--- config.mk ---
export PLATFORM = sky130hd
export DESIGN_NAME = fetch_unit
export DESIGN_NICKNAME = d
export VERILOG_FILES = /design/src/rtl/risc_pkg.sv /design/src/rtl/fetch_unit_queue.sv /design/src/rtl/fetch_unit.sv
export SDC_FILE = /design/constraint.sdc
export NUM_CORES = 1
export LEC_CHECK = 0
export ABC_AREA = 1
export ABC_CLOCK_PERIOD_IN_PS = 11500
export BUFFER_PORTS_ARGS = -buffer_cell sky130_fd_sc_hd__buf_4
export CORE_UTILIZATION = 30
export DETAILED_ROUTE_END_ITERATION = 16
export PLACE_DENSITY_LB_ADDON = 0.25
export RECOVER_POWER = 25
export SLEW_MARGIN = 10
export SYNTH_ARGS = -nofsm -noshare
export SYNTH_HDL_FRONTEND = slang
export SYNTH_SLANG_ARGS = --single-unit
--- constraint.sdc ---
create_clock -name clk -period 11.5 [get_ports clk]
set_input_delay 2.3 -clock clk [delete_from_list [all_inputs] [get_ports clk]]
set_output_delay 2.3 -clock clk [all_outputs]
set_load 0.01 [all_outputs]
--- src/rtl/risc_pkg.sv ---
// Shared types and constants for the instruction fetch slice.
package risc_pkg;

    typedef struct packed {
        logic [31:0] pc;
        logic [31:0] instr;
    } fetch_entry_t;

    localparam int          INSTR_BYTES = 4;
    localparam logic [31:0] NOP_INSTR   = 32'h0000_0013;

endpackage

--- src/rtl/fetch_unit_queue.sv ---
// Circular buffer of {pc, instr} entries between fetch and decode.
module fetch_queue
    import risc_pkg::*;
#(
    parameter int DEPTH = 2
) (
    input  logic                     clk,
    input  logic                     rst,
    input  logic                     flush,
    input  logic                     push,
    input  fetch_entry_t             push_data,
    input  logic                     pop,
    output fetch_entry_t             head,
    output logic [$clog2(DEPTH):0]   count,
    output logic                     full,
    output logic                     empty
);

    localparam int PTR_W = $clog2(DEPTH);
    localparam int CNT_W = PTR_W + 1;

    fetch_entry_t     mem [DEPTH];
    logic [PTR_W-1:0] wr_ptr;
    logic [PTR_W-1:0] rd_ptr;
    logic             push_ok;
    logic             pop_ok;

    assign full    = (count == CNT_W'(DEPTH));
    assign empty   = (count == '0);
    assign pop_ok  = pop & ~empty;
    assign push_ok = push & (~full | pop_ok);
    assign head    = mem[rd_ptr];

    // DEPTH is a power of two, so pointers wrap by natural overflow.
    always_ff @(posedge clk or posedge rst) begin
        if (rst) begin
            wr_ptr <= '0;
            rd_ptr <= '0;
            count  <= '0;
        end else if (flush) begin
            wr_ptr <= '0;
            rd_ptr <= '0;
            count  <= '0;
        end else begin
            if (push_ok) wr_ptr <= wr_ptr + PTR_W'(1);
            if (pop_ok)  rd_ptr <= rd_ptr + PTR_W'(1);
            case ({push_ok, pop_ok})
                2'b10:   count <= count + CNT_W'(1);
                2'b01:   count <= count - CNT_W'(1);
                default: count <= count;
            endcase
        end
    end

    // Storage is not reset; entries are only visible while count covers them.
    always_ff @(posedge clk) begin
        if (push_ok && !flush) mem[wr_ptr] <= push_data;
    end

endmodule

--- src/rtl/fetch_unit.sv ---
// Fetch stage: PC register, instruction memory request, fault detection and decode queue.
module fetch_unit
    import risc_pkg::*;
#(
    parameter logic [31:0] RESET_PC    = 32'h0000_0000,
    parameter int          QUEUE_DEPTH = 2,
    parameter int          IMEM_BYTES  = 128
) (
    input  logic        clk,
    input  logic        rst,
    input  logic        fetch_en,
    output logic        imem_req,
    output logic [31:0] imem_addr,
    input  logic [31:0] imem_data,
    input  logic        redirect_valid,
    input  logic [31:0] redirect_pc,
    output logic        if_valid,
    output logic [31:0] if_instr,
    output logic [31:0] if_pc,
    input  logic        if_ready,
    output logic        fetch_fault
);

    localparam logic [31:0] LAST_ADDR = 32'(IMEM_BYTES - INSTR_BYTES);

    logic [31:0]                  pc_q;
    logic                         bad_pc;
    logic                         pop;
    logic                         can_push;
    logic                         q_full;
    logic                         q_empty;
    logic [$clog2(QUEUE_DEPTH):0] q_count;
    fetch_entry_t                 q_head;
    fetch_entry_t                 push_data;

    assign bad_pc    = (pc_q[1:0] != 2'b00) | (pc_q > LAST_ADDR);
    assign pop       = if_valid & if_ready & ~redirect_valid;
    assign can_push  = ~q_full | pop;
    // Gated by rst so no request escapes while reset is held.
    assign imem_req  = ~rst & fetch_en & can_push & ~fetch_fault & ~redirect_valid & ~bad_pc;
    assign imem_addr = pc_q;
    assign push_data = '{pc: pc_q, instr: imem_data};

    assign if_valid  = ~q_empty;
    assign if_pc     = (q_count != '0) ? q_head.pc    : '0;
    assign if_instr  = (q_count != '0) ? q_head.instr : '0;

    always_ff @(posedge clk or posedge rst) begin
        if (rst) begin
            pc_q <= RESET_PC;
        end else if (redirect_valid) begin
            pc_q <= redirect_pc;
        end else if (imem_req) begin
            pc_q <= pc_q + 32'(INSTR_BYTES);
        end
    end

    // Sticky until reset; a redirect does not clear it.
    always_ff @(posedge clk or posedge rst) begin
        if (rst) begin
            fetch_fault <= 1'b0;
        end else if (fetch_en && !fetch_fault && !redirect_valid && bad_pc) begin
            fetch_fault <= 1'b1;
        end
    end

    fetch_queue #(
        .DEPTH(QUEUE_DEPTH)
    ) u_queue (
        .clk      (clk),
        .rst      (rst),
        .flush    (redirect_valid),
        .push     (imem_req),
        .push_data(push_data),
        .pop      (pop),
        .head     (q_head),
        .count    (q_count),
        .full     (q_full),
        .empty    (q_empty)
    );

endmodule

# Yosys cells after proc, flatten, opt, wreduce, memory -nomap -nowiden
# Memories as Yosys holds them, arrays and structs flattened.
# Index checks and enable logic that the tools add are counted.
# op_classes
add_sub_neg	5
magnitude_cmp	1
eq_ne	3
n_mux	12
n_bitwise	18
reduce_logical	13
# ops
op	count
32-bit 2-to-1 mux	4
32-bit by 3-bit adder with 32-bit output (second input constant)	1
32-bit by 7-bit > comparator with 1-bit output (second input constant)	1
2-bit nonzero test	5
1-bit AND	9
1-bit 2-to-1 mux	6
1-bit inverter	6
2-bit equality test (second input constant)	2
1-bit logical AND	4
2-bit one-hot mux with 2 select lines	1
1-bit OR	3
3-bit nonzero test	1
1-bit adder (second input constant)	2
2-bit by 1-bit adder with 2-bit output (second input constant)	1
2-bit by 1-bit equality test with 1-bit output (second input constant)	1
1-bit zero test	2
2-bit zero test	1
2-bit 2-to-1 mux	1
2-bit by 1-bit subtractor with 2-bit output (second input constant)	1
# totals
ff_bits	37
mem_bits_rw	128
input_bits	69
out_inout_bits	99
elab_cells	58
memories	1
# mem_list
name	depth	word_bits	read_ports	rd_clocked_by_memory_dff	write_ports	line_no	text
u_queue.mem	2	64	1	0	1	fetch_unit_queue.sv:22	fetch_entry_t mem [DEPTH];

# Longest topological paths before layout
# logic_depth
word_depth	13
ltp_mapped	11
ltp_nobuf	11

# Hierarchy
# Synthesis repeated with hierarchy kept, for this count alone.
# hier_totals
cells_unflattened	712
hier_area_um2	6985.4
# modules_own_cells
module	n_inst	cells_per_inst	area_per_inst_um2	seq_area_each_um2
fetch_queue	1	375	4903.5	3943.8
fetch_unit	1	337	2082.0	825.8

# Least setup slack after synthesis
# Ideal clock, no wire load.
# synth_path
kind	input port to flip-flop
from	input rst
to	memory u_queue.mem[1][0] (netlist bit), enable pin
setup_ns	0.486
arrival_time_ns	6.457
required_time_ns	11.014
setup_slack_ns	4.557
cell_stages	6
path_buffers	1
cell_sequence	inv_1 > nand4_1 > a21oi_2 > nand2_2 > buf_2 > nor2_1
# synth_between
elab_chain_len	10
# synth_lines
item	line_no	text
start: declaration	fetch_unit.sv:10	input logic rst,
1-bit inverter	fetch_unit.sv:40	assign imem_req = ~rst & fetch_en & can_push & ~fetch_fault & ~redirect_valid & ~bad_pc;
1-bit AND (5 in series)	fetch_unit.sv:40	
1-bit AND	fetch_unit_queue.sv:31	assign push_ok = push & (~full | pop_ok);
1-bit logical AND	fetch_unit_queue.sv:57	if (push_ok && !flush) mem[wr_ptr] <= push_data;
1-bit 2-to-1 mux	fetch_unit_queue.sv:57	
1-bit 2-to-1 mux (implied by the code)	fetch_unit_queue.sv:57	
end: declaration	fetch_unit_queue.sv:22	
# Every way passes these cells.

# Worst setup path in the final report
# layout_path
from	input redirect_valid
to	output imem_req
# layout_between
elab_chain_len	7
# layout_lines
item	line_no	text
start: declaration	fetch_unit.sv:15	input logic redirect_valid,
1-bit inverter *	fetch_unit.sv:37, fetch_unit.sv:40	
1-bit AND	fetch_unit.sv:37	assign pop = if_valid & if_ready & ~redirect_valid;
1-bit OR	fetch_unit.sv:38	assign can_push = ~q_full | pop;
1-bit AND (2 in series)	fetch_unit.sv:40	
1-bit AND * (2 in series)	fetch_unit.sv:40	
end: declaration	fetch_unit.sv:12	output logic imem_req,
# Every way passes the cells marked *; elsewhere a longest branch is shown, timed or not.

==> results by group <==
Min path
  • Hold crit path type: reg -> reg
  • Hold Path Depth: 0

Final layout
  • Fillers: 2,058
  • Share of layout cells above drive strength 1: 28.3%
  • FF/Latch Area: 4770 sq um
  • Area of the multi-input gates: 1540 sq um
  • Number of diodes: 0
  • Final #Nets: 792
  • Area growth from synthesis to layout: 31.9%

Detailed routing
  • Drt initial violations: 178
  • Met1 Wirelength: 7150 um
  • Via count: 4,496
  • Final wirelength: 16,000 um
  • WL met3: 718 um
  • Routed Antenna Nets: 0
  • Max layer used: met4
  • # DRC: 0
  • Vias/cell: 4.45
  • Routed wl met2: 8080 um
  • Drt first pass iters: 4
  • WL/cell: 15.9 um

Power
  • Net Sw Frac: 21.3%
  • Gate power share: 5.2%
  • Flop pwr share: 52.6%
  • Clock network power share: 42.2%
  • Max IR drop VDD: 93.4 uV
  • Psw: 0.272 mW
  • Pleak: 3.52 nW
  • Int Pwr: 1.01 mW
  • Pwr dens: 150 nW/um^2

Synthesis
  • Largest cells by area after synthesis: edfxtp_1 59%, dfrtp_1 14%, nand2_1 11%
  • Ys flop type: edfxtp_1
  • Synthesized flop and latch total: 165
  • Post-synth ARST share: 22.4%
  • Syn Area/Cell: 11.5 sq um
  • Cell Area, Synth: 6490 sq um
  • EDFF count, synth: 128
  • Most frequent cell after synthesis: nand2_1
  • Syn_nets: 632
  • Sequential area share after synthesis: 73.5%
  • Synth area leader: edfxtp_1
  • Cells after synthesis: 562
  • Most frequent cells after synthesis: 191 x nand2_1, 128 x edfxtp_1, 66 x a21oi_1
  • Synth top area share: 59.2%
  • Yosys cell types: 24
  • Synth warn: 0

STA
  • Final worst setup slack: 4980 ps
  • Skew final: 12.3 ps
  • Final hold vios: 0
  • Final setup violation count: 0
  • Worst Tran Pin Value: 987 ps
  • Max-slew violations: 0
  • Final TNS setup: 0 ps
  • Tmin final: 6520 ps
  • Relative slew slack: 34.0%
  • RSZ-0062 raised after global routing: false
  • Final period utilization: 56.7%
  • Peak Freq: 153 MHz

Worst setup path
  • Critical path capture point type: output pin
  • CP dominant cell by count: buf_4
  • Flop2flop setup slack: 8050 ps
  • CP Launch Type: primary input
  • Worst stage delay on the critical path: 490 ps
  • CP Data Arrival Time: 4220 ps
  • Critical path required time: 9200 ps
  • Critical Path Slowest Stage Cell: inv_2
  • Reg2reg path depth: 8
  • CP cell instances: buf_4 -> inv_2 -> nand4_1 -> a21oi_2 -> nand2_2 -> inv_1 -> buf_4
  • Critical path class: in -> out
  • Critical Path Fanout Max: 36

Place
  • Place WS: 4930 ps
  • Port bufs: 167
  • Hpwl dp: 10000 um
  • GPL Wtd Cong: 0.731

Global route
  • First-pass GRT wire length: 24,200 um
  • Remaining global-route overflow: 0
  • Largest net degree at the start of global routing: 66
  • GRT Overall Usage: 14.7%
  • Initial antenna violation count: 0
  • Vias in the first global route: 4,232

Clock network
  • CTS Buf Count: 17
  • CTS tree: yes
  • Hold buffer count at cts: 0
  • TritonCTS Sinks: 165
  • Worst-path clk slew: 60 ps
  • Worst-skew pair later-pin latency: 410 ps
  • Post-CTS Setup Repair Bufs: 0
  • Clock Tree Buf Depth: 2
  • H-tree depth: 4
  • Root Buffer: clkbuf_16
  • Post-CTS Resized: 0

Floorplan
  • Die area: 22,200 sq um
  • Initial core utilization: 30.8%
  • Die H: 149 um
  • Core box area: 21,100 sq um
  • # IOs: 168
  • Row count: 53
  • Die width: 149 um

Run status
  • Status: completed

Job
  • Maxcap violations: 0
-- metal layers --
layer,track usage [%],up-vias
li1,-,2234
met1,20.0,2143
met2,23.4,114
met3,3.09,5
met4,4.74,0
met5,0,-
-- critical path, delay by kind of cell --
kind / cells / cell delay (ps)
buffers and inverters: 4 / 1070
AND/OR/NAND/NOR: 2 / 620
AO/OA/AOI/OAI: 1 / 190
-- flip-flops by register name, indices dropped and copies added (netlist names) --
name            cells
u_queue.count       2
fetch_fault         1
u_queue.wr_ptr      1
imem_addr          32
u_queue.mem       128
u_queue.rd_ptr      1
-- power groups by stage --
stage	sequential, mW	combinational (mW)	clock [mW]
after floorplan	0.684	0.0210	0
after global placement	0.686	0.0679	0
after detailed placement	0.686	0.0685	0
after CTS	0.674	0.0687	0.557
after global routing	0.675	0.0732	0.579
final	0.673	0.0664	0.541
-- metrics by stage --
step	hold WS (ps)	std cells	utilization, %	total power, mW	cell area, sq um
3_5_place_dp	494	978	38.0	0.754	8010
6_report	512	1010	40.6	1.28	8560
4_1_cts	516	1010	40.7	1.30	8570
5_1_grt	521	1010	40.6	1.33	8560
3_3_place_gp	501	978	38.0	0.754	8010
2_1_floorplan	523	562	-	0.705	6490
-- final timing paths --
kind / start / end
setup / recovery: redirect_valid / imem_req
hold / removal: imem_addr[1] / u_queue.mem[1][33]
min in group asynchronous: rst / imem_addr[20]
hold reg to reg: imem_addr[1] / u_queue.mem[1][33]
max in group asynchronous: rst / u_queue.rd_ptr
setup reg to reg: imem_addr[15] / u_queue.mem[1][11]
-- logic make-up after synthesis --
family,after synthesis,share of synthesized area [%]
AOI/OAI and AO/OA,79,6.40
xor gates and xnor gates,5,0.675
adders and majority gates,1,0.193
buffers and inverters,48,2.99
DFF,165,73.5
and+or+nand+nor,264,16.2
-- area by class of cell --
| type | instances | share of cell area (%) |
|---|---|---|
| Clock inverter | 14 | 1.61 |
| Timing Repair Buffer | 172 | 14.9 |
| Clock buffer | 18 | 5.01 |
| Inverter | 17 | 0.746 |
| Sequential cell | 165 | 55.7 |
| Multi-Input combinational cell | 349 | 18.0 |
| Tap cell | 275 | 4.02 |
-- layout by cell type, fill, tap and decap left out, drive strengths merged, types with 8 or more instances in the layout --
cell type / instances
nand2: 194
buf: 150
edfxtp: 128
a21oi: 67
nor2: 42
clkbuf: 40
dfrtp: 37
nand3: 27
inv: 17
clkinv: 8
Power figures use the tool's default switching activity.
